<file path="src/rtl/traffic_controller_param_if.sv">
// Lamp/timebase bus between the traffic controller and its surroundings.
// master drives tick/flash/ped_req; slave (the controller) drives lamps and status.
interface traffic_controller_param_if #(
    parameter int CNT_W = 4
);
    logic             tick;
    logic             flash;
    logic             ped_req;
    logic [2:0]       pole1;
    logic [2:0]       pole2;
    logic [CNT_W-1:0] count;
    logic [2:0]       phase;
    logic             walk;

    modport master (
        output tick, flash, ped_req,
        input  pole1, pole2, count, phase, walk
    );

    modport slave (
        input  tick, flash, ped_req,
        output pole1, pole2, count, phase, walk
    );
endinterface

</file>
<file path="src/rtl/traffic_controller_param.sv">
// Two-pole intersection controller with all-red clearance and flashing-yellow mode.
// Optional pedestrian green truncation is enabled by defining TRAFFIC_PED_REQ_EN.
//
// state     | meaning
// P2_GREEN  | pole2 green, pole1 red
// P2_YELLOW | pole2 yellow, pole1 red
// CLR_A     | all red after pole2 yellow
// P1_GREEN  | pole1 green, pole2 red
// P1_YELLOW | pole1 yellow, pole2 red
// CLR_B     | all red after pole1 yellow (also the exit path from FLASH)
// FLASH     | both poles blink yellow on count[0]
module traffic_controller_param #(
    parameter int GREEN_TICKS  = 10,
    parameter int YELLOW_TICKS = 4,
    parameter int CLEAR_TICKS  = 2,
    parameter int MIN_GREEN    = 3,
    parameter int CNT_W        = 4
) (
    input logic                         clk_in,
    input logic                         rst_n,
    traffic_controller_param_if.slave   bus
);
    typedef enum logic [2:0] {
        P2_GREEN  = 3'd0,
        P2_YELLOW = 3'd1,
        CLR_A     = 3'd2,
        P1_GREEN  = 3'd3,
        P1_YELLOW = 3'd4,
        CLR_B     = 3'd5,
        FLASH     = 3'd6
    } state_t;

    localparam logic [CNT_W-1:0] G_LAST   = CNT_W'(GREEN_TICKS - 1);
    localparam logic [CNT_W-1:0] Y_LAST   = CNT_W'(YELLOW_TICKS - 1);
    localparam logic [CNT_W-1:0] C_LAST   = CNT_W'(CLEAR_TICKS - 1);
    localparam logic [CNT_W-1:0] MIN_LAST = CNT_W'(MIN_GREEN - 1);

    state_t           r_state, w_state_nxt;
    logic [CNT_W-1:0] r_count, w_count_nxt, w_last;
    logic [2:0]       r_pole1, r_pole2, w_pole1_nxt, w_pole2_nxt;
    logic             w_is_green;
    logic             w_trunc;

    assign w_is_green = (r_state == P2_GREEN) || (r_state == P1_GREEN);

    always_comb begin
        w_last = G_LAST;
        case (r_state)
            P2_YELLOW, P1_YELLOW: w_last = Y_LAST;
            CLR_A, CLR_B:         w_last = C_LAST;
            default:              w_last = G_LAST;
        endcase
    end

    // flash is checked first so it overrides both expiry and truncation
    always_comb begin
        w_state_nxt = r_state;
        w_count_nxt = r_count;
        if (bus.tick) begin
            if (bus.flash) begin
                w_state_nxt = FLASH;
                w_count_nxt = (r_state == FLASH) ? r_count + 1'b1 : '0;
            end else if (r_state == FLASH) begin
                w_state_nxt = CLR_B;
                w_count_nxt = '0;
            end else if ((r_count == w_last) || w_trunc) begin
                w_count_nxt = '0;
                case (r_state)
                    P2_GREEN:  w_state_nxt = P2_YELLOW;
                    P2_YELLOW: w_state_nxt = CLR_A;
                    CLR_A:     w_state_nxt = P1_GREEN;
                    P1_GREEN:  w_state_nxt = P1_YELLOW;
                    P1_YELLOW: w_state_nxt = CLR_B;
                    default:   w_state_nxt = P2_GREEN;
                endcase
            end else begin
                w_count_nxt = r_count + 1'b1;
            end
        end
    end

    always_comb begin
        w_pole1_nxt = 3'b100;
        w_pole2_nxt = 3'b100;
        case (w_state_nxt)
            P2_GREEN:  w_pole2_nxt = 3'b001;
            P2_YELLOW: w_pole2_nxt = 3'b010;
            P1_GREEN:  w_pole1_nxt = 3'b001;
            P1_YELLOW: w_pole1_nxt = 3'b010;
            FLASH: begin
                w_pole1_nxt = w_count_nxt[0] ? 3'b000 : 3'b010;
                w_pole2_nxt = w_count_nxt[0] ? 3'b000 : 3'b010;
            end
            default: ;
        endcase
    end

    always_ff @(posedge clk_in) begin
        if (!rst_n) begin
            r_state <= P2_GREEN;
            r_count <= '0;
            r_pole1 <= 3'b100;
            r_pole2 <= 3'b001;
        end else begin
            r_state <= w_state_nxt;
            r_count <= w_count_nxt;
            r_pole1 <= w_pole1_nxt;
            r_pole2 <= w_pole2_nxt;
        end
    end

`ifdef TRAFFIC_PED_REQ_EN
    logic r_ped_pending, w_ped_pending_nxt;
    logic r_walk_due, w_walk_due_nxt;
    logic r_walk, w_walk_nxt;

    assign w_trunc = w_is_green && r_ped_pending && (r_count >= MIN_LAST);

    // a press on the CLR entry edge survives so it arms the next green
    always_comb begin
        w_ped_pending_nxt = r_ped_pending | bus.ped_req;
        w_walk_due_nxt    = r_walk_due;
        w_walk_nxt        = r_walk;
        if (bus.tick) begin
            if (bus.flash && (r_state != FLASH)) begin
                w_ped_pending_nxt = 1'b0;
                w_walk_due_nxt    = 1'b0;
                w_walk_nxt        = 1'b0;
            end else if (w_state_nxt != r_state) begin
                w_walk_nxt = 1'b0;
                if (w_trunc) begin
                    w_walk_due_nxt = 1'b1;
                end
                if ((w_state_nxt == CLR_A) || (w_state_nxt == CLR_B)) begin
                    w_walk_nxt        = r_walk_due;
                    w_walk_due_nxt    = 1'b0;
                    w_ped_pending_nxt = bus.ped_req;
                end
            end
        end
    end

    always_ff @(posedge clk_in) begin
        if (!rst_n) begin
            r_ped_pending <= 1'b0;
            r_walk_due    <= 1'b0;
            r_walk        <= 1'b0;
        end else begin
            r_ped_pending <= w_ped_pending_nxt;
            r_walk_due    <= w_walk_due_nxt;
            r_walk        <= w_walk_nxt;
        end
    end

    assign bus.walk = r_walk;
`else
    logic w_unused_ped;

    assign w_trunc      = 1'b0;
    assign w_unused_ped = bus.ped_req;
    assign bus.walk     = 1'b0;
`endif

    assign bus.pole1 = r_pole1;
    assign bus.pole2 = r_pole2;
    assign bus.count = r_count;
    assign bus.phase = r_state;
endmodule

</file>
<file path="src/flat_wrapper.sv">
// flat-port wrapper written by rule: the top's interface ports become plain ports
module traffic_controller_param_flat 
#(
    parameter int GREEN_TICKS  = 10,
    parameter int YELLOW_TICKS = 4,
    parameter int CLEAR_TICKS  = 2,
    parameter int MIN_GREEN    = 3,
    parameter int CNT_W        = 4
)
  (clk_in, rst_n, bus_tick, bus_flash, bus_ped_req, bus_pole1, bus_pole2, bus_count, bus_phase, bus_walk);
  traffic_controller_param_if #(.CNT_W(CNT_W)) bus_i ();
  input logic clk_in;
  input logic rst_n;
  input wire logic [$bits(bus_i.tick)-1:0] bus_tick;
  input wire logic [$bits(bus_i.flash)-1:0] bus_flash;
  input wire logic [$bits(bus_i.ped_req)-1:0] bus_ped_req;
  output wire logic [$bits(bus_i.pole1)-1:0] bus_pole1;
  output wire logic [$bits(bus_i.pole2)-1:0] bus_pole2;
  output wire logic [$bits(bus_i.count)-1:0] bus_count;
  output wire logic [$bits(bus_i.phase)-1:0] bus_phase;
  output wire logic [$bits(bus_i.walk)-1:0] bus_walk;
  assign bus_i.tick = bus_tick;
  assign bus_i.flash = bus_flash;
  assign bus_i.ped_req = bus_ped_req;
  assign bus_pole1 = bus_i.pole1;
  assign bus_pole2 = bus_i.pole2;
  assign bus_count = bus_i.count;
  assign bus_phase = bus_i.phase;
  assign bus_walk = bus_i.walk;
  traffic_controller_param #(.GREEN_TICKS(GREEN_TICKS), .YELLOW_TICKS(YELLOW_TICKS), .CLEAR_TICKS(CLEAR_TICKS), .MIN_GREEN(MIN_GREEN), .CNT_W(CNT_W)) u_core (.clk_in(clk_in), .rst_n(rst_n), .bus(bus_i));
endmodule
</file>
<file path="config.mk">
export PLATFORM = sky130hd
export DESIGN_NAME = traffic_controller_param_flat
export DESIGN_NICKNAME = d
export VERILOG_FILES = /design/src/rtl/traffic_controller_param_if.sv /design/src/rtl/traffic_controller_param.sv /design/src/flat_wrapper.sv
export SDC_FILE = /design/constraint.sdc
export NUM_CORES = 1
export LEC_CHECK = 0
export CAP_MARGIN = 20
export CELL_PAD_IN_SITES_DETAIL_PLACEMENT = 1
export CELL_PAD_IN_SITES_GLOBAL_PLACEMENT = 1
export CORE_ASPECT_RATIO = 2
export CORE_UTILIZATION = 30
export DETAILED_ROUTE_END_ITERATION = 16
export GPL_ROUTABILITY_DRIVEN = 0
export PLACE_DENSITY = 0.66
export SLEW_MARGIN = 20
export SYNTH_ARGS = -nofsm -noshare
export SYNTH_HDL_FRONTEND = slang
export SYNTH_SLANG_ARGS = --single-unit
</file>
<file path="constraint.sdc">
create_clock -name clk_in -period 3.5 [get_ports clk_in]
set_input_delay 1.05 -clock clk_in [delete_from_list [all_inputs] [get_ports clk_in]]
set_output_delay 1.05 -clock clk_in [all_outputs]
set_load 0.01 [all_outputs]
</file>
==> impl_results.md <==
* P_int at 0.272 mW
* Mean Syn Cell Area at 8.24 um2
* Multi-input logic area at 536 um2
* Ratio of final minimum period to clock period at roughly 76%
* Die W at 39.8 um
* Die Y at 77.6 um
* Run status: complete, no violations
* H-tree depth at 1
* Post-CTS setup buffer count at 0
* Leakage at ~0.39 nW
* # port buffers at 16
* Flop pwr share at 45.4%
* Setup CP Type: reg2out
* Post-synth EDFFs at 0
* Vias in the first global route at 792
* Crit end category: output port
* Commonest non-fill, non-tap cell in the layout: clkdlybuf4s50_1
* CTS tree: built
* Critical path arrival at around 1.6 ns
* Setup ws final at ~0.84 ns
* Core area at 2740 um2
* Leading area contributor after synthesis: dfxtp_1
* Die area at ~3100 um2
* Synth Flop Type: dfxtp_1
* P per Cell Area at 348 nW/um2
* Largest net degree at the start of global routing at 18
* Count of final setup violators at 0
* Min-delay worst type: reg2reg
* Worst Max-Slew Pin Slew at 0.628 ns
* Synth Net Count at 110
* Clk root buf: clkbuf_8
* Share of post-route cells with drive strength above 1 at 6.84%
* Placed wire-length estimate at 1600 um
* DR WL met3 at 41 um
* Min-Delay Path Depth at 2
* #FFs+latches synth at 13
* Remaining Overflow, GRT at 0
* Slowest cell on the critical path: dfxtp_1
* Post-synth cell types at 44
* Slew HR at between 50% and 60%
* First DRT Iteration DRCs at 18
* # fillers at 327
* Clock latency on the worst-skew pair at 0.24 ns
* Max VDD drop at about 0.27 mV
* Buf/Inv on CP at 1
* PnR Total Power at 0.371 mW
* Nature of the critical path startpoint: flip-flop
* Area grow syn2layout at 24.1%
* Fmax at 0.376 GHz
* Inserted Clock Buffers at 3
* First-pass GRT wire length at 3560 um
* Vias at about 820
* Resize count post-CTS at 0
* ANT cells at 0
* Clock share of power at 35.9%
* Max Root-Sink Buffers at 2
* Yosys warnings at 0
* Sequential-to-total area share from yosys stat at 30.4%
* Max Slew Vio Count at 0
* Clk sink count at 13
* Fin nets at between 100 and 150
* Initial DRT Pass Iterations at 3
* Hold Fails Final Rpt at 0
* RSZ-0062 raised after global routing: false
* All-layer global routing usage at 16.2%
* Synthesized area at approximately 860 um2
* Hold buffers post-CTS at 0
* Synth top area share at 30.4%
* Worst-path fanout max at 17
* Critical Path Stages at 1
* Dpl ws at 0.722 ns
* Ports at 19
* Fraction of registers with async set/reset at 0%
* WL per Instance at around 15 um
* Leading post-synthesis cells by cell area: dfxtp_1 30%, nor2b_1 5.8%, nand2b_1 4.4%, a21oi_1 2.9%, nand3_1 2.9%
* DRC Markers at 0
* Vias per std cell at about 5.6
* WL final at 2170 um
* Cell count after synthesis at 104
* Clock slew at reported path FFs at 0.05 ns
* Req. time, crit path at 2.45 ns
* Sequential cell area at 260 um2
* Post-route ant nets at 0
* WL met2 at 1180 um
* Top sig layer: met4
* Sw power at 0.0989 mW
* Switch share at roughly a quarter
* Highest-count cells in the layout ignoring fill and taps: 16 x clkdlybuf4s50_1, 13 x dfxtp_1, 8 x nor2b_1
* Std-Cell Rows at 27
* Fin Clk Skew at roughly 0.0040 ns
* Routed met1 length at 917 um
* Setup TNS at 0 ns
* Starting Density at 31.3%
* Final min period at 2.66 ns
* Crit path max-delay family: flip-flops
* Slowest Stage Delay on Critical Path at approximately 0.7 ns
* Worst R2R Path Depth at 6
* Max Cap Violations at 0
* Initial antenna violation count at 0
* CP cell instances: clkdlybuf4s50_1
* Comb pwr share at 18.7%
[synthesized netlist by cell type (2+ instances only)]
library cell  number
inv_1              4
nand2_1            4
o211ai_1           2
nand3_1            5
o21ai_0            3
buf_4              2
xnor2_1            2
nor3_1             3
a31oi_1            3
a21oi_1            5
nor2b_1            8
mux2i_1            2
nand3b_1           3
dfxtp_1           13
o221ai_1           2
nor2_1             6
nand2b_1           6
clkbuf_1           2
buf_2              4
[power groups by stage]
stage          registers [mW]  logic (mW)  clock network (mW)
2_1_floorplan           0.168      0.0447                   0
3_3_place_gp            0.171      0.0688                   0
3_5_place_dp            0.171      0.0697                   0
6_report                0.168      0.0693               0.133
4_1_cts                 0.168      0.0703               0.137
5_1_grt                 0.169      0.0759               0.146
[registers in the layout, summed over array words and instances, names as in the netlist]
name,flops
u_core.bus.count,4
u_core.bus.phase,3
u_core.bus.pole2,3
u_core.bus.pole1,3
[through the flow]
stage	cells	cell area (um2)	utilization, %	hold WS [ns]
2_1_floorplan	104	857	-	0.565
6_report	146	1060	38.9	0.597
3_5_place_dp	142	1020	37.2	0.597
4_1_cts	146	1060	38.9	0.603
5_1_grt	146	1060	38.9	0.674
3_3_place_gp	142	1020	37.2	0.564
[layout make-up]
class / count / share of cell area, %
Sequential cell: 13 / 24.5
Timing Repair Buffer: 17 / 15.8
Inverter: 5 / 1.76
Multi-Input combinational cell: 78 / 50.4
Clock buffer: 4 / 4.24
Tap cell: 29 / 3.41
[final timing paths]
kind	startpoint	slack, ns	end
max	u_core.bus.phase[2]	0.84	bus_phase[2]
min	u_core.bus.count[2]	0.60	u_core.bus.count[2]
max reg2reg	u_core.bus.phase[2]	1.30	u_core.bus.pole2[2]
min reg2reg	u_core.bus.count[2]	0.60	u_core.bus.count[2]
[metal layers]
metal / up-vias / global-route usage [%]
li1: 406 / -
met5: - / 0
met1: 396 / 19.7
met2: 11 / 26.7
met3: 4 / 1.71
met4: 0 / 7.24
[cell families (layout without fill, tap and decap cells)]
| group | count (synthesis) | after routing | synth area share, % |
|---|---|---|---|
| adders and majority gates | 1 | 1 | 1.46 |
| other | 1 | 1 | 0.438 |
| and+or+nand+nor | 42 | 42 | 29.6 |
| AOI/OAI and AO/OA | 29 | 29 | 25.5 |
| DFF | 13 | 13 | 30.4 |
| muxes | 2 | 2 | 2.34 |
| buffers and inverters | 13 | 26 | 7.15 |
| xor gates and xnor gates | 3 | 3 | 3.07 |
Power figures use the tool's default switching activity.
